<file path="config.mk">
export PLATFORM = sky130hd
export DESIGN_NAME = dwt_l1_frame_sequencer
export DESIGN_NICKNAME = d
export VERILOG_FILES = /design/src/rtl/dwt_pkg.sv /design/src/rtl/dwt_tag_pipe.sv /design/src/rtl/dwt_l1_frame_sequencer.sv
export SDC_FILE = /design/constraint.sdc
export NUM_CORES = 1
export LEC_CHECK = 0
export CAP_MARGIN = 20
export CORE_AREA = 2 2 208 210
export DETAILED_ROUTE_END_ITERATION = 8
export DIE_AREA = 0 0 210 212
export PLACE_DENSITY = 0.56
export REMOVE_ABC_BUFFERS = 1
export SYNTH_ARGS = -nofsm -noshare
export SYNTH_HDL_FRONTEND = slang
export SYNTH_SLANG_ARGS = --single-unit
</file>
<file path="constraint.sdc">
create_clock -name clk -period 3.6 [get_ports clk]
set_clock_uncertainty 0.05 [all_clocks]
set_input_delay 0.72 -clock clk [delete_from_list [all_inputs] [get_ports clk]]
set_output_delay 0.72 -clock clk [all_outputs]
set_load 0.01 [all_outputs]
</file>
<file path="src/rtl/dwt_pkg.sv">
// Shared types and defaults for the sym4 DWT frame sequencing stages.
package dwt_pkg;

    localparam int unsigned DATA_WIDTH  = 16;
    localparam int unsigned LANES       = 16;
    localparam int unsigned PIPE_LAT    = 6;
    localparam int unsigned FLUSH_BEATS = 1;
    localparam int unsigned CREDITS     = 8;
    localparam int unsigned LEN_W       = 10;

    typedef struct packed {
        logic v;
        logic sof;
        logic eof;
    } tag_t;

    typedef enum logic [1:0] {
        S_IDLE,
        S_RUN,
        S_FLUSH,
        S_DRAIN
    } state_t;

endpackage

</file>
<file path="src/rtl/dwt_tag_pipe.sv">
// Fixed-latency shift register of beat tags, mirroring a datapath pipeline.
module dwt_tag_pipe
    import dwt_pkg::*;
#(
    parameter int unsigned DEPTH = dwt_pkg::PIPE_LAT
) (
    input  logic clk,
    input  logic rst_n,
    input  tag_t in_tag,
    output tag_t tail,
    output logic empty
);

    tag_t stages [DEPTH];

    always_ff @(posedge clk or negedge rst_n) begin
        if (!rst_n) begin
            for (int unsigned i = 0; i < DEPTH; i++) begin
                stages[i] <= '0;
            end
        end else begin
            stages[0] <= in_tag;
            for (int unsigned i = 1; i < DEPTH; i++) begin
                stages[i] <= stages[i-1];
            end
        end
    end

    // empty looks one edge ahead: nothing valid remains once the tail shifts out
    always_comb begin
        empty = !in_tag.v;
        for (int unsigned i = 0; i + 1 < DEPTH; i++) begin
            if (stages[i].v) empty = 1'b0;
        end
        tail = stages[DEPTH-1];
    end

endmodule

</file>
<file path="src/rtl/dwt_l1_frame_sequencer.sv">
// Frames 16-sample beats into decompose_L1, appends flush beats, and tags outputs.
module dwt_l1_frame_sequencer
    import dwt_pkg::*;
#(
    parameter int unsigned DATA_WIDTH  = dwt_pkg::DATA_WIDTH,
    parameter int unsigned LANES       = dwt_pkg::LANES,
    parameter int unsigned PIPE_LAT    = dwt_pkg::PIPE_LAT,
    parameter int unsigned FLUSH_BEATS = dwt_pkg::FLUSH_BEATS,
    parameter int unsigned CREDITS     = dwt_pkg::CREDITS,
    parameter int unsigned LEN_W       = dwt_pkg::LEN_W
) (
    input  logic                        clk,
    input  logic                        rst_n,
    input  logic                        enable,
    input  logic [LEN_W-1:0]            frame_len,
    input  logic                        s_valid,
    output logic                        s_ready,
    input  logic [LANES*DATA_WIDTH-1:0] s_data,
    output logic                        dec_din_valid,
    output logic [LANES*DATA_WIDTH-1:0] dec_din,
    input  logic                        dec_dout_valid,
    output logic                        m_valid,
    output logic                        m_sof,
    output logic                        m_eof,
    input  logic                        credit_ret,
    output logic                        frame_done,
    output logic                        busy,
    output logic                        err_sync,
    output logic                        err_cfg
);

    localparam int unsigned CW = $clog2(CREDITS + 1);

    state_t           state;
    logic [LEN_W-1:0] len_q;
    logic [LEN_W-1:0] beat_cnt;
    logic [CW-1:0]    credits;
    logic             dec_sof;
    logic             dec_eof;
    logic             issue_data;
    logic             issue_flush;
    logic             issue;
    logic             pipe_empty;
    tag_t             in_tag;
    tag_t             tail;

    always_comb begin
        s_ready     = (state == S_RUN) && (credits != '0);
        issue_data  = s_ready && s_valid;
        issue_flush = (state == S_FLUSH) && (credits != '0);
        issue       = issue_data || issue_flush;
        busy        = (state != S_IDLE);
        in_tag.v    = dec_din_valid;
        in_tag.sof  = dec_sof;
        in_tag.eof  = dec_eof;
        m_valid     = tail.v;
        m_sof       = tail.v && tail.sof;
        m_eof       = tail.v && tail.eof;
    end

    always_ff @(posedge clk or negedge rst_n) begin
        if (!rst_n) begin
            state         <= S_IDLE;
            len_q         <= '0;
            beat_cnt      <= '0;
            credits       <= CW'(CREDITS);
            dec_din_valid <= 1'b0;
            dec_din       <= '0;
            dec_sof       <= 1'b0;
            dec_eof       <= 1'b0;
            frame_done    <= 1'b0;
            err_cfg       <= 1'b0;
        end else begin
            dec_din_valid <= issue;
            dec_sof       <= issue_data && (beat_cnt == '0);
            dec_eof       <= issue_flush && (beat_cnt == LEN_W'(FLUSH_BEATS - 1));
            frame_done    <= 1'b0;

            // Simultaneous issue and return cancel; an unmatched return at full scale is an overflow
            if (issue && !credit_ret) begin
                credits <= credits - 1'b1;
            end else if (credit_ret && !issue) begin
                if (credits == CW'(CREDITS)) err_cfg <= 1'b1;
                else                         credits <= credits + 1'b1;
            end

            case (state)
                S_IDLE: begin
                    if (enable) begin
                        if (frame_len != '0) begin
                            len_q    <= frame_len;
                            beat_cnt <= '0;
                            state    <= S_RUN;
                        end else begin
                            err_cfg <= 1'b1;
                        end
                    end
                end
                S_RUN: begin
                    if (issue_data) begin
                        dec_din <= s_data;
                        if (beat_cnt == len_q - 1'b1) begin
                            beat_cnt <= '0;
                            state    <= S_FLUSH;
                        end else begin
                            beat_cnt <= beat_cnt + 1'b1;
                        end
                    end
                end
                S_FLUSH: begin
                    if (issue_flush) begin
                        dec_din <= '0;
                        if (beat_cnt == LEN_W'(FLUSH_BEATS - 1)) begin
                            beat_cnt <= '0;
                            state    <= S_DRAIN;
                        end else begin
                            beat_cnt <= beat_cnt + 1'b1;
                        end
                    end
                end
                S_DRAIN: begin
                    if (pipe_empty) begin
                        frame_done <= 1'b1;
                        state      <= S_IDLE;
                    end
                end
                default: state <= S_IDLE;
            endcase
        end
    end

    always_ff @(posedge clk or negedge rst_n) begin
        if (!rst_n) begin
            err_sync <= 1'b0;
        end else if (dec_dout_valid != tail.v) begin
            err_sync <= 1'b1;
        end
    end

    dwt_tag_pipe #(
        .DEPTH (PIPE_LAT)
    ) u_tag_pipe (
        .clk    (clk),
        .rst_n  (rst_n),
        .in_tag (in_tag),
        .tail   (tail),
        .empty  (pipe_empty)
    );

endmodule
</file>
==> impl_metrics.toml, run 1 <==
[status]
status = "finished, final reports clean"

[routing]
drt_iter0_drc = 658
ant_nets = 0
drcViolationCount = 0
wl_per_cell_um = 21.2
vias = 9472
first_pass_iters = 5
routed_via_density = 4.82
wl_um = 41600

[pwr]
p_per_area_mw_per_mm2 = 1090
irDropWorstVdd_v = 0.000751
leakagePower_nw = 8.35

[synth]
ys_seq_area_share_pct = 65.9
synth.distinct_cells = 59
synthMostInstantiatedCell = "dfrtp_1"
synth.avg_cell_area_um2 = 13.7
synth_edf_count = 0
syn_area_mm2 = 0.0116
yosysWarnings = 0
yosysTopAreaCellShare_pct = 65.6
async_reset_ff_share_pct = 100
synthCells = 846
ys.flop_type = "dfrtp_1"
synth_area_leader_cell = "dfrtp_1"
synth_area_leaders = "dfrtp_1 (66%), a22o_1 (19%), clkbuf_1 (2.0%)"
synth_common_cells = "dfrtp_1 (305), a22o_1 (258), clkbuf_1 (62), nand2_1 (22), inv_1 (19)"
synth_seq_cells = 306

[sta]
tightest_slew_ns = 0.736
finalSetupViolCount = 0
timing.slew.headroom_pct = 50.7
period_needed_ns = 3.22
post-route-period-util_pct = 89.4
timing.fmax_ghz = 0.311
rsz0062_at_grt = "no"
hold_violations = 0
final_max_slew_viol_count = 0
hold_slack_ns = 0.161

[critical_path]
worst-setup-path-type = "flip-flop to flip-flop"
worstSetupStartpointType = "flip-flop"
crit_arrival_ns = 3.55
critPathSlowestCell = "or4_4"
startpoint = "len_q[0]"
crit_required_ns = 3.94
path_cells = "inv_1, ha_1, or3b_2, or4_1, o211a_2, or4_4, a31oi_2, o311ai_1"
slowest_delay_ns = 0.56
r2r-start = "len_q[0]"
endpoint_kind = "flip-flop"
critPathMaxFanout = 7

[cts]
clk_path_buf_depth = 3
ctsHoldBuffers = 0
root_buffer = "clkbuf_16"
numCtsBuffers = 38
postCtsResizedCells = 0
worst_skew_pair.late_latency_ns = 0.53
cts_max_level = 2
cts_tree = "built"
cts_setup_buffers = 0
cts.sinks = 306
path_clk_slew_ns = 0.06

[grt]
grt_max_degree = 95
grt_first_pass_wirelength_um = 62000
overflow = 0
antenna_found_initial = 6
grtUsageTotal_pct = 18.2
grt_pass1_vias = 9818

[place]
place_hpwl_um = 31100
portBuffers = 536
placed_area_mm2 = 0.0179
place_congestion = 0.818

[layout]
layout.nets = 1673
fillCellCount = 3904
multi_input_area_mm2 = 0.00365
drive_gt1_share_pct = 7.63
regArea_mm2 = 0.00766
syn2layout_area_growth_pct = 64.5
design_area_mm2 = 0.0191

[hold_path]
min_path_type = "input port to async pin"

[floorplanning]
rows = 76
die-area_mm2 = 0.0445
die_h_um = 212
core_mm2 = 0.0425
start_util_pct = 27.4
fp.dieW_um = 210
ioPinCount = 537

[flow_run]
drv_cap = 0
-- critical path: cells and delay by family (launching register included) --
kind                       cells  cell delay [ns]
and+or+nand+nor                3             1.57
DFF                            1             0.42
buffers and inverters          1             0.09
AOI/OAI and AO/OA              3             0.67
adders and majority gates      1             0.29
-- cells by family after synthesis --
group,share of synthesized area (%)
fa+ha+maj,1.46
xor+xnor,1.21
simple gates,5.05
mux,0.861
flops,65.9
buf+inv,2.84
compound gates,22.7
-- worst paths after layout --
kind	end	slack, ns	cells past startpoint
worst max-delay path	beat_cnt[8]	0.38	8
worst min-delay path	dec_din[100]	0.16	1
worst max register to register	beat_cnt[8]	0.38	8
worst min register to register	u_tag_pipe.stages[9]	0.29	0
max in group asynchronous	dec_din[59]	2.27	3
min in group clk	u_tag_pipe.stages[9]	0.29	0
-- state kept, by name (all words and copies together), names as in the netlist, 2 cells and up --
signal and flops:
beat_cnt 10, credits 4, dec_din 256, len_q 10
state 2, u_tag_pipe.stages 15, u_tag_pipe.tail 3
-- power by group --
part,switching [W],internal (W),total [W]
clock,0.00146,0.00235,0.00381
combinational,0.00512,0.00573,0.0108
sequential,0.000962,0.00515,0.00611
total,0.00754,0.0132,0.0208
-- per-stage QoR --
step | cells | setup TNS (ns) | total power [W] | setup WS (ns) | utilization (%)
global placement | 1894 | 0 | 0.0170 | 0.0820 | 42.0
global route | 1966 | 0 | 0.0220 | 0.184 | 45.0
floorplan | 779 | -592.00 | 0.00957 | -2.31 | -
CTS | 1961 | 0 | 0.0210 | 0.363 | 44.9
detailed placement | 1894 | 0 | 0.0171 | 0.0718 | 42.0
finish | 1967 | 0 | 0.0208 | 0.381 | 45.0
-- cells in the final DEF (no fill, tap or decap), drive strengths merged, types with 4 or more instances in the layout --
cell type / Yosys / layout
a21oi: 11 / 11
a22o: 258 / 258
a31oi: 5 / 5
and2: 6 / 6
and3: 9 / 9
and4: 5 / 5
buf: 5 / 34
clkbuf: 62 / 57
clkdlybuf4s50: 0 / 535
clkinv: 0 / 5
dfrtp: 305 / 305
diode: 0 / 6
ha: 12 / 12
inv: 19 / 20
mux2: 8 / 8
nand2: 22 / 22
nand2b: 4 / 4
nand3: 7 / 7
nor2: 16 / 16
nor2b: 5 / 5
nor3: 7 / 7
nor4: 11 / 11
o21ai: 9 / 9
o31ai: 4 / 4
xnor2: 8 / 8
xor2: 8 / 8
-- per-layer routing --
| metal | global-route usage, % | wire, µm | up-vias |
|---|---|---|---|
| li1 | - | - | 4327 |
| met1 | 21.8 | 16700 | 4774 |
| met2 | 31.4 | 21200 | 322 |
| met3 | 5.73 | 2940 | 49 |
| met4 | 5.53 | 811 | 0 |
| met5 | 0 | 0 | - |
-- final cells by class --
type,instances,share of cell area (%)
Sequential cell,306,40.1
Timing Repair Buffer,569,30.3
Multi-Input combinational cell,454,19.1
Clock buffer,57,5.82
Tap cell,546,3.57
Clock inverter,10,0.707
Inverter,19,0.373
Antenna cell,6,0.0785
Power figures use the tool's default switching activity.
==> run 2: changes to the inputs <==
--- a/config.mk
+++ b/config.mk
@@ -10,6 +10,7 @@
 export DETAILED_ROUTE_END_ITERATION = 8
 export DIE_AREA = 0 0 210 212
 export PLACE_DENSITY = 0.56
+export RECOVER_POWER = 100
 export REMOVE_ABC_BUFFERS = 1
 export SYNTH_ARGS = -nofsm -noshare
 export SYNTH_HDL_FRONTEND = slang
==> run 2 against run 1 <==
  * The run now ends with capacitance limit, slew limit left
  * Critical path depth did not move
  * Worst setup slack got worse by 0.10 ns
  * Wire length fell by 0.10%
  * Total power fell by 3.5%
  * Cell count barely moved
  * First-iteration DRC count rose by 4.3%
  * Clock-buffer cell count did not move
  * Non-clock buffer count did not move
  * Flip-flop and latch count did not move
  * Sequential power fell by 1%
  * Highest routed layer unchanged
==> impl_metrics.toml, run 2 (synthesis results as in run 1) <==
[critical_path]
r2r.worst_path.cells = 8
crit_top_cell = "or4_1"
crit_required_ns = 3.92
startpoint = "len_q[0]"
r2r-end = "beat_cnt[8]"
worstSetupStartpointType = "flip-flop"
crit_arrival_ns = 3.64
worst-setup-path-type = "flip-flop to flip-flop"
slowest_delay_ns = 0.58
r2r_slack_ns = 0.28
critPathSlowestCell = "or4_1"
critPathMaxFanout = 7
path_cells = "inv_1, ha_1, or3b_2, or4_1, o211a_2, or4_1, a31oi_2, o311ai_0"
critPathCapture = "beat_cnt[8]"
endpoint_kind = "flip-flop"
r2r-start = "len_q[0]"

[floorplanning]
die_h_um = 212
core_mm2 = 0.0425
ioPinCount = 537
rows = 76
fp.dieW_um = 210
die-area_mm2 = 0.0445
start_util_pct = 27.4

[sta]
tns_ns = 0
timing.slew.headroom_pct = -48.7
rsz0062_at_grt = "no"
final_max_slew_viol_count = 84
post-route-period-util_pct = 92.3
period_needed_ns = 3.32
tightest_slew_ns = 2.23
finalSetupViolCount = 0
hold_violations = 0
timing.fmax_ghz = 0.301

[status]
violations = "capacitance limit, slew limit"
status = "complete, but fails checks"

[place]
place_congestion = 0.818
placed_area_mm2 = 0.0179
portBuffers = 536
place_hpwl_um = 31100

[layout]
syn2layout_area_growth_pct = 63.5
top_register = "dec_din"
largest_reg_flops = 256
final_core_util_pct = 44.7
drive_gt1_share_pct = 6.93
design_area_mm2 = 0.0190
layout_common_cells = "dfrtp_1 (305), clkdlybuf4s50_1 (268), dlygate4sd3_1 (267), a22o_1 (258), clkbuf_16 (39)"
reg_top3 = "dec_din (256), u_tag_pipe.stages (15)"
final_common_cell = "dfrtp_1"
layout.nets = 1673

[grt]
antenna_found_initial = 6
overflow = 0
grt_max_degree = 95
grt_pass1_vias = 9818
grtUsageTotal_pct = 18.2
grt_first_pass_wirelength_um = 62000

[cts]
clk_path_buf_depth = 3
ctsHoldBuffers = 0
cts_setup_buffers = 0
path_clk_slew_ns = 0.06
numCtsBuffers = 38
cts_tree = "built"
worst_skew_pair.late_latency_ns = 0.53
cts.sinks = 306
root_buffer = "clkbuf_16"
cts_max_level = 2
postCtsResizedCells = 0

[pwr]
p_int_w = 0.0126
power_frac_seq_pct = 30.1
switching_share_pct = 37.2
clock_power_share_pct = 19.0
irDropWorstVdd_v = 0.000750
leakagePower_nw = 8.54
p_per_area_mw_per_mm2 = 1050
finalPower_w = 0.0200
comb_power_share_pct = 50.9
switchingPower_w = 0.00745

[routing]
vias = 9476
routed_via_density = 4.82
ant_nets = 0
drt_iter0_drc = 686
first_pass_iters = 5
drcViolationCount = 0
wl_um = 41600
wl_per_cell_um = 21.2

[hold_path]
min_path_type = "flip-flop to flip-flop"
min_path_cells = 0

[flow_run]
drv_cap = 1
[run 2: cell types whose count changed in the layout (fill, tap and decap cells not counted), moves of 2 or more]
cell             before  now
buf_12               14   10
clkbuf_4              0    2
buf_4                19    8
clkbuf_2              0    6
clkdlybuf4s50_1     535  268
clkbuf_1             11   18
dlygate4sd3_1         0  267
[run 2: area by class of cell]
class / count / area, µm²
inverter: 19 / 71.3
fill: 3915 / 23500
clock buffer: 57 / 1110
antenna: 5 / 12.5
clock inverter: 10 / 135
timing repair buffer: 569 / 5700
multi-input combinational: 454 / 3630
sequential: 306 / 7660
tap: 546 / 683
[run 2: per-stage QoR]
| step | hold slack (ns) | instances | setup slack, ns |
|---|---|---|---|
| 2_1_floorplan | 0.281 | 779 | -2.31 |
| 3_3_place_gp | 0.282 | 1894 | 0.0820 |
| 3_5_place_dp | 0.285 | 1894 | 0.0718 |
| 4_1_cts | 0.158 | 1961 | 0.363 |
| 5_1_grt | 0.304 | 1966 | 0.0958 |
| 6_report | 0.295 | 1966 | 0.278 |
[run 2: worst min path at each step]
stage | to | start
2_1_floorplan | u_tag_pipe.stages[10] | u_tag_pipe.stages[13]
3_3_place_gp | u_tag_pipe.stages[4] | u_tag_pipe.stages[7]
3_5_place_dp | u_tag_pipe.tail[1] | u_tag_pipe.stages[4]
4_1_cts | dec_din[143] | rst_n
5_1_grt | u_tag_pipe.stages[15] | dec_eof
6_report | u_tag_pipe.stages[9] | u_tag_pipe.stages[12]
[run 2: critical path, delay by kind of cell, from the launching register on]
| family | cells | cell delay [ns] |
|---|---|---|
| simple gates | 3 | 1.60 |
| compound gates | 3 | 0.70 |
| flops | 1 | 0.42 |
| fa+ha+maj | 1 | 0.31 |
| buf+inv | 1 | 0.09 |
[run 2: routing by layer]
layer / part of all wire (%) / routed length (µm) / vias to the layer above / GRT usage [%]
li1: - / - / 4340 / -
met1: 40 / 16500 / 4754 / 21.8
met2: 51 / 21200 / 333 / 31.4
met3: 7.5 / 3110 / 49 / 5.73
met4: 2.1 / 860 / 0 / 5.53
met5: 0 / 0 / - / 0
[run 2: power groups by stage]
stage / combinational, W / sequential, W / clock (W)
floorplan: 0.00291 / 0.00666 / 0
global placement: 0.0109 / 0.00611 / 0
detailed placement: 0.0109 / 0.00615 / 0
CTS: 0.0110 / 0.00611 / 0.00393
global route: 0.0110 / 0.00625 / 0.00407
finish: 0.0102 / 0.00604 / 0.00380
